File: config.mk
export PLATFORM = sky130hd
export DESIGN_NAME = dcache_ctrl
export DESIGN_NICKNAME = d
export VERILOG_FILES = /design/src/rtl/dcache_pkg.sv /design/src/rtl/dcache_array.sv /design/src/rtl/dcache_ctrl.sv
export SDC_FILE = /design/constraint.sdc
export NUM_CORES = 2
export LEC_CHECK = 0
export CORE_MARGIN = 10
export CORE_UTILIZATION = 43
export CTS_CLUSTER_SIZE = 14
export DETAILED_ROUTE_END_ITERATION = 8
export PLACE_DENSITY = 0.62
export SYNTH_ARGS = -nofsm -noshare
export SYNTH_HDL_FRONTEND = slang
export SYNTH_SLANG_ARGS = --single-unit
export TNS_END_PERCENT = 50
File: constraint.sdc
create_clock -name clk_i -period 14.65 [get_ports clk_i]
set_clock_uncertainty 0.05 [all_clocks]
set_input_delay 2.1975 -clock clk_i [delete_from_list [all_inputs] [get_ports clk_i]]
set_output_delay 2.1975 -clock clk_i [all_outputs]
set_load 0.01 [all_outputs]
File: src/rtl/dcache_pkg.sv
// Shared definitions for the direct-mapped write-back data cache.
// Geometry defaults, derived field widths and the miss FSM encoding.
package dcache_pkg;

  localparam int LINES      = 8;
  localparam int LINE_BYTES = 16;

  localparam int OFFSET_W = $clog2(LINE_BYTES);
  localparam int INDEX_W  = $clog2(LINES);
  localparam int TAG_W    = 32 - OFFSET_W - INDEX_W;

  typedef enum logic [1:0] {
    IDLE       = 2'd0,
    WRITE_BACK = 2'd1,
    ALLOCATE   = 2'd2,
    REFILL     = 2'd3
  } state_t;

endpackage

File: src/rtl/dcache_array.sv
// Tag/valid/dirty/data storage: one combinational read port and
// one synchronous write port (word store or whole-line fill).
module dcache_array #(
  parameter int LINES = dcache_pkg::LINES,
  parameter int OW    = dcache_pkg::OFFSET_W,
  parameter int IW    = dcache_pkg::INDEX_W,
  parameter int TW    = dcache_pkg::TAG_W,
  localparam int WS   = OW - 2,
  localparam int LW   = 8 << OW
) (
  input  logic          clk,
  input  logic          rst,
  input  logic [IW-1:0] rd_idx,
  output logic          rd_valid,
  output logic          rd_dirty,
  output logic [TW-1:0] rd_tag,
  output logic [LW-1:0] rd_line,
  input  logic          store,
  input  logic          fill,
  input  logic [IW-1:0] wr_idx,
  input  logic [WS-1:0] wr_word,
  input  logic [31:0]   wr_data,
  input  logic [TW-1:0] fill_tag,
  input  logic [LW-1:0] fill_line
);

  logic [LINES-1:0] valid_q;
  logic [LINES-1:0] dirty_q;
  logic [TW-1:0]    tag_q  [LINES];
  logic [LW-1:0]    data_q [LINES];

  assign rd_valid = valid_q[rd_idx];
  assign rd_dirty = dirty_q[rd_idx];
  assign rd_tag   = tag_q[rd_idx];
  assign rd_line  = data_q[rd_idx];

  always_ff @(posedge clk) begin
    if (!rst) begin
      valid_q <= '0;
      dirty_q <= '0;
    end else if (fill) begin
      valid_q[wr_idx] <= 1'b1;
      dirty_q[wr_idx] <= 1'b0;
    end else if (store) begin
      dirty_q[wr_idx] <= 1'b1;
    end
  end

  // Tag and data contents survive reset; valid bits guard them.
  always_ff @(posedge clk) begin
    if (fill) begin
      tag_q[wr_idx]  <= fill_tag;
      data_q[wr_idx] <= fill_line;
    end else if (store) begin
      data_q[wr_idx][{wr_word, 5'd0} +: 32] <= wr_data;
    end
  end

endmodule

File: src/rtl/dcache_ctrl.sv
// MEM-stage data cache controller: hit path, miss FSM
// (write-back / allocate / refill) and access counters.
module dcache_ctrl #(
  parameter int LINES      = dcache_pkg::LINES,
  parameter int LINE_BYTES = dcache_pkg::LINE_BYTES,
  localparam int OW        = $clog2(LINE_BYTES),
  localparam int IW        = $clog2(LINES),
  localparam int TW        = 32 - OW - IW,
  localparam int WS        = OW - 2,
  localparam int LW        = 8 * LINE_BYTES
) (
  input  logic          clk_i,
  input  logic          rst_i,
  input  logic          cpu_req_i,
  input  logic          cpu_we_i,
  input  logic [31:0]   cpu_addr_i,
  input  logic [31:0]   cpu_wdata_i,
  output logic [31:0]   cpu_rdata_o,
  output logic          cpu_stall_o,
  output logic          mem_req_o,
  output logic          mem_we_o,
  output logic [31:0]   mem_addr_o,
  output logic [LW-1:0] mem_wdata_o,
  input  logic [LW-1:0] mem_rdata_i,
  input  logic          mem_ack_i,
  output logic [31:0]   hit_cnt_o,
  output logic [31:0]   miss_cnt_o
);

  import dcache_pkg::*;

  state_t state;

  logic [TW-1:0]    req_tag;
  logic [IW-1:0]    req_idx;
  logic [WS-1:0]    req_word;
  logic [TW+IW-1:0] miss_line_q;

  logic          rd_valid;
  logic          rd_dirty;
  logic [TW-1:0] rd_tag;
  logic [LW-1:0] rd_line;

  logic hit;
  logic store;
  logic fill;
  logic unused;

  assign req_tag  = cpu_addr_i[31 -: TW];
  assign req_idx  = cpu_addr_i[OW +: IW];
  assign req_word = cpu_addr_i[OW-1:2];
  assign unused   = ^cpu_addr_i[1:0];

  assign hit = cpu_req_i & rd_valid & (rd_tag == req_tag)
             & (state == IDLE);

  assign store = rst_i & hit & cpu_we_i;
  assign fill  = rst_i & (state == ALLOCATE) & mem_ack_i;

  assign cpu_stall_o = rst_i
                     & ((cpu_req_i & ~hit) | (state != IDLE));
  assign cpu_rdata_o = rst_i ? rd_line[{req_word, 5'd0} +: 32]
                             : 32'd0;

  dcache_array #(
    .LINES (LINES),
    .OW    (OW),
    .IW    (IW),
    .TW    (TW)
  ) u_array (
    .clk       (clk_i),
    .rst       (rst_i),
    .rd_idx    (req_idx),
    .rd_valid  (rd_valid),
    .rd_dirty  (rd_dirty),
    .rd_tag    (rd_tag),
    .rd_line   (rd_line),
    .store     (store),
    .fill      (fill),
    .wr_idx    (fill ? miss_line_q[IW-1:0] : req_idx),
    .wr_word   (req_word),
    .wr_data   (cpu_wdata_i),
    .fill_tag  (miss_line_q[IW +: TW]),
    .fill_line (mem_rdata_i)
  );

  // The missing line is latched so the CPU may drop its request mid-miss.
  always_ff @(posedge clk_i) begin
    if (!rst_i) begin
      state       <= IDLE;
      mem_req_o   <= 1'b0;
      mem_we_o    <= 1'b0;
      mem_addr_o  <= '0;
      mem_wdata_o <= '0;
      miss_line_q <= '0;
      hit_cnt_o   <= '0;
      miss_cnt_o  <= '0;
    end else begin
      if (hit) hit_cnt_o <= hit_cnt_o + 32'd1;
      case (state)
        IDLE: begin
          if (cpu_req_i && !hit) begin
            miss_cnt_o  <= miss_cnt_o + 32'd1;
            miss_line_q <= {req_tag, req_idx};
            mem_req_o   <= 1'b1;
            if (rd_valid && rd_dirty) begin
              state       <= WRITE_BACK;
              mem_we_o    <= 1'b1;
              mem_addr_o  <= {rd_tag, req_idx, {OW{1'b0}}};
              mem_wdata_o <= rd_line;
            end else begin
              state      <= ALLOCATE;
              mem_we_o   <= 1'b0;
              mem_addr_o <= {req_tag, req_idx, {OW{1'b0}}};
            end
          end
        end
        WRITE_BACK: begin
          if (mem_ack_i) begin
            state      <= ALLOCATE;
            mem_we_o   <= 1'b0;
            mem_addr_o <= {miss_line_q, {OW{1'b0}}};
          end
        end
        ALLOCATE: begin
          if (mem_ack_i) begin
            state     <= REFILL;
            mem_req_o <= 1'b0;
          end
        end
        REFILL: state <= IDLE;
      endcase
    end
  end

endmodule

* Word level (Yosys, flattened, before mapping)
Memory sizes are Yosys's and may differ from the RTL's. Cells that the tools add are included.
Word-level totals: bits in registers 272, RAM bits 1224, input bits 197, output and inout bits 259, logic and storage cells 343, memories kept 2
Memory list:
- u_array.data_q | words 8, width 128, rd ports 1, clocked after memory_dff 0, wr ports 1, RTL line dcache_array.sv:30 | logic [LW-1:0] data_q [LINES];
- u_array.tag_q | words 8, width 25, rd ports 1, clocked after memory_dff 0, wr ports 1, RTL line dcache_array.sv:29 | logic [TW-1:0] tag_q [LINES];
Operators by class: add/sub/neg operators 3, order comparisons 3, equal/unequal tests 7, shift-type cells 3, mux-type cells 158, bitwise logic cells 143, reductions and logical operators 14
Operators by type and width (count):
- $mux W1 | 139
- $or A1 B1 Y1 | 129
- $mux W128 | 1
- $mux W32 | 4
- $shift A32 B9 Y128 const A | 1
- $shiftx A128 B8 Y32 | 1
- $shiftx A32 B9 Y128 | 1
- $add A32 B1 Y32 const B | 2
- $pmux W32 S2 | 1
- $eq A25 B25 Y1 | 1
- $mux W8 | 2
- $or A8 B8 Y8 | 2
- $reduce_and A3 Y1 | 4
- $and A1 B1 Y1 | 9
- $neg A7 Y9 | 1
- $and A8 B8 Y8 | 1
- $lt A3 B4 Y1 const B | 2
- $mux W2 | 4
- $not A8 Y8 | 1
- $pmux W2 S4 | 1
- $reduce_bool A2 Y1 | 4
- $bmux W1 S3 | 2
- $eq A2 B2 Y1 const B | 2
- $ne A2 B2 Y1 const B | 2
- 11 further kinds | 14

* Logic depth before layout (Yosys ltp)
depth after elaboration 11, gate-level depth with buffers 15, mapped depth without buffers 10

* Hierarchy
From an unflattened synthesis, not the netlist that was laid out.
Unflattened totals: cells, all modules 3545, area total of the unflattened synthesis 60077.6 um^2
Modules (own cells, without submodules):
- dcache_array | instances 1, cells an instance 2121, area an instance 48430.2 um^2
- dcache_ctrl | instances 1, cells an instance 1424, area an instance 11647.4 um^2

* Least setup slack after synthesis
OpenSTA, ideal clock, no wires.
path type input to register, from input mem_ack_i, to memory u_array.data_q[0][0] (netlist bit), enable pin, data arrival time 6.822 ns, path slack 7.357 ns, stages on the path 4, cells stage by stage nand3_1 -> nor4_1 -> a21oi_1 -> nor2_1
Between the ends: longest elaborated chain between the ends 4, elaborated cells on any way between the ends 7, those cells by class mux: 5; bitwise: 2
RTL lines:
- start: declaration | RTL line dcache_ctrl.sv:25 | input logic mem_ack_i,
- $and A1 B1 Y1 (*) | RTL line dcache_ctrl.sv:58 | assign fill = rst_i & (state == ALLOCATE) & mem_ack_i;
- $mux W1 | RTL line dcache_array.sv:51 | if (fill) begin
- $mux W1 (not written as such) / $mux W128 (equally long branches) | RTL line dcache_array.sv:53, dcache_array.sv:55
- $or A1 B1 Y1 (no line)
- end: declaration | RTL line dcache_array.sv:30
Mark *: on every way between the ends. The rest lies on a longest branch, timed or not.

* Worst setup path in the final report
from input cpu_addr_i[4], to output cpu_stall_o
Between the ends: longest elaborated chain between the ends 9, elaborated cells on any way between the ends 11, those cells by class eq/ne: 1; mux: 2; bitwise: 7; memory: 1
RTL lines:
- start: declaration | RTL line dcache_ctrl.sv:16 | input logic [31:0] cpu_addr_i,
- parallel branches: the longest is 3 deep, another holds $mem_v2 Z8 W25
- $and A1 B1 Y1 (*) | RTL line dcache_ctrl.sv:54 | assign hit = cpu_req_i & rd_valid & (rd_tag == req_tag)
- $and A1 B1 Y1 (*) | RTL line dcache_ctrl.sv:55 | & (state == IDLE);
- $not A1 Y1 (*) | RTL line dcache_ctrl.sv:61 | & ((cpu_req_i & ~hit) | (state != IDLE));
- $and A1 B1 Y1 (*) | RTL line dcache_ctrl.sv:61
- $or A1 B1 Y1 (*) | RTL line dcache_ctrl.sv:61
- $and A1 B1 Y1 (*) | RTL line dcache_ctrl.sv:61
- end: declaration | RTL line dcache_ctrl.sv:19 | output logic cpu_stall_o,
Mark *: on every way between the ends. The select of a mux whose other input is x is not followed.

==> results.ini <==
[detailed_routing]
wl_per_cell_um = 31.6
final_antenna_net_count = 0
drt_first_pass_iters = 6
drt_first_iter_violations = 3876
vias_per_cell = 5.93
vias = 36400
drc = 0
wl_um = 194000

[cells_and_area]
seqCellArea_sq_mm = 0.0421
final_cells = 6146
multiInputGateArea_sq_mm = 0.0171
utilization_pct = 51.6
fin_nets = 4340
drive_gt1_share_pct = 16.6
syn_to_final_growth_pct = 19.4
final.fill_count = 11500

[setup_path]
start_kind = primary input
required_ns = 12.40
max_stage_delay_ns = 0.86
cp_max_fo = 51
reg2regPathDepth = 14
cp_cell_sequence = buf_8 -> buf_4 -> nor2b_1 -> a22oi_1 -> a21oi_1 -> o21bai_1 -> nor4_1 -> nand3_1 -> nand2_1 -> a21oi_1 -> clkdlybuf4s50_1
cp_slowest_cell = nor2b_1
crit_top_cell = a21oi_1
crit_type = in2out
arrival_ns = 7.04
cp-end-kind = output port

[timing]
slew_headroom_pct = 14.7
hold_slack_ns = 0.398
slew_viol_final = 0
min_period_ns = 9.29
setup_violations = 0
tns_ns = 0
worstMarginPinSlew_ns = 1.28
hold_violations = 0
rsz0062_at_grt = no
period_share_pct = 63.4
max_freq_mhz = 108

[global_route]
grt_overflow = 0
grt_pass1_vias = 35200
antenna_found_initial = 19
grt_max_degree = 146
grt_pass1_wl_um = 272000
grt_use_total_pct = 24.3

[hold_path]
worstHoldPathCells = 1
hold_path_class = reg2reg

[synth]
synthesis.area_sq_mm = 0.0601
syn_avg_cell_area_sq_um = 16.3
synthCells = 3688
synth_top_cells_by_area = edfxtp_1 61%, mux4_2 12%, dfxtp_1 8.9%, mux2i_1 3.4%, nand2_1 2.2%
synth_top_area_cell = edfxtp_1
synth.top_cell.area_share_pct = 61.1
yosys_register_bits = 1492
yosysSeqAreaShare_pct = 70.0
synthFlopType = edfxtp_1
ys_warn_count = 0
synth_enable_flop_cells = 1224
async_reset_ff_share_pct = 0
synth.distinct_cells = 70

[floorplanning]
design.die.area_sq_mm = 0.155
initial_core_util_pct = 43.2
boundaryPins = 456
rows = 137
die_y_um = 394
core_area_sq_mm = 0.139
die_width_um = 394

[status]
status = completed

[placement]
io_buffer_count = 449
hpwl_um = 126000
dp_cells = 5854
globalplace.congestion = 0.858

[cts]
clk_pin_slew_worst_paths_ns = 0.06
cts_root_buffer = clkbuf_16
clk_latency_ns = 0.77
cts_htree_levels = 4
cts_resized = 0
hold_buffers = 0
cts_tree = done
cts_setup_buffers = 0
clock_path_buffers = 3
clock-sinks = 1492
numCtsBuffers = 153

[job]
maxCapViolations = 0

[pwr]
total_power_w = 0.00958
p_leak_nw = 23.3
vdd_ir_drop_max_mv = 0.101
powerDensity_mw_per_mm2 = 133

-- cells by family (layout without fill, tap and decap cells) --
kind of cell    count (synthesis)  count (layout)  synth area share, %
mux                           535             535                 15.6
flops                        1492            1492                 70.0
compound gates                490             490                 5.40
buf+inv                       270             841                 2.04
simple gates                  860             860                 6.24
xor+xnor                       30              30                0.437
other cells                     1              12              0.00624
fa+ha+maj                      10              10                0.208
-- state kept, by name, summed over array words and instances (netlist names), named ones only --
| signal | count |
|---|---|
| mem_we_o | 1 |
| u_array.data_q | 1024 |
| miss_line_q | 28 |
| mem_req_o | 1 |
| hit_cnt_o | 32 |
| miss_cnt_o | 32 |
| mem_addr_o | 28 |
| state | 2 |
| mem_wdata_o | 128 |
| u_array.valid_q | 8 |
| u_array.tag_q | 200 |
-- layout make-up --
class / count / area share [%]
Antenna cell: 8 / 0.0279
Clock buffer: 210 / 5.95
Clock inverter: 74 / 0.934
Inverter: 20 / 0.115
Multi-Input combinational cell: 1929 / 23.8
Sequential cell: 1492 / 58.6
Tap cell: 1876 / 3.27
Timing Repair Buffer: 537 / 7.24
-- critical path: cells and delay by family --
family | cells | cell delay, ns
AO/OA/AOI/OAI | 4 | 0.88
AND/OR/NAND/NOR | 4 | 2.09
buffers and inverters | 3 | 1.71
-- report_power, final --
group	switching (W)	internal, W	total, W
sequential	0.0000705	0.00471	0.00478
clock	0.00163	0.00222	0.00386
combinational	0.000594	0.000348	0.000941
total	0.00230	0.00728	0.00958
-- cells in the mapped netlist, types with 15 or more instances --
library cell and count:
edfxtp_1 1224, nand2_1 354, mux4_2 320, nor2_1 286
dfxtp_1 268, mux2i_1 207, o21ai_0 163, a211oi_1 143
clkbuf_1 136, buf_2 69, a21oi_1 53, nor3_1 34
nand3_1 31, nor4_1 29, buf_1 25, nand2b_1 23
nand4_1 21, and3_1 19, inv_1 19, a22o_1 18
or3_1 17, o41ai_1 15, xnor2_1 15, xor2_1 15
-- path summary, 6_finish.rpt --
path	start	end	slack [ns]
setup / recovery	cpu_addr_i[4]	cpu_stall_o	5.36
hold / removal	u_array.valid_q[6]$_SDFFE_PN0P_	u_array.valid_q[6]$_SDFFE_PN0P_	0.40
setup reg to reg	state[0]$_SDFFE_PN0P_	u_array.data_q[1][14]$_DFFE_PP_	9.47
hold reg to reg	u_array.valid_q[6]$_SDFFE_PN0P_	u_array.valid_q[6]$_SDFFE_PN0P_	0.40
-- through the flow --
step	setup slack, ns	area (sq um)
floorplan	7.36	60100
global placement	5.35	66900
detailed placement	5.34	66900
CTS	5.32	71800
global route	5.01	71800
finish	5.36	71800
-- placed cells by master (no fill, tap or decap), types with 143 or more instances in the layout --
master	instances
clkdlybuf4s50_1	444
edfxtp_1	1224
a211oi_1	143
mux2i_1	207
nor2_1	251
nand2_1	354
o21ai_0	163
mux4_2	320
dfxtp_1	268
clkbuf_16	159
-- per-layer routing --
layer | track usage (%) | wire length [um]
met1 | 33.4 | 78600
met5 | 0 | 159
met3 | 7.32 | 21000
met2 | 37.9 | 89700
met4 | 5.80 | 4550
No activity file was read; power rests on OpenSTA's default activity.
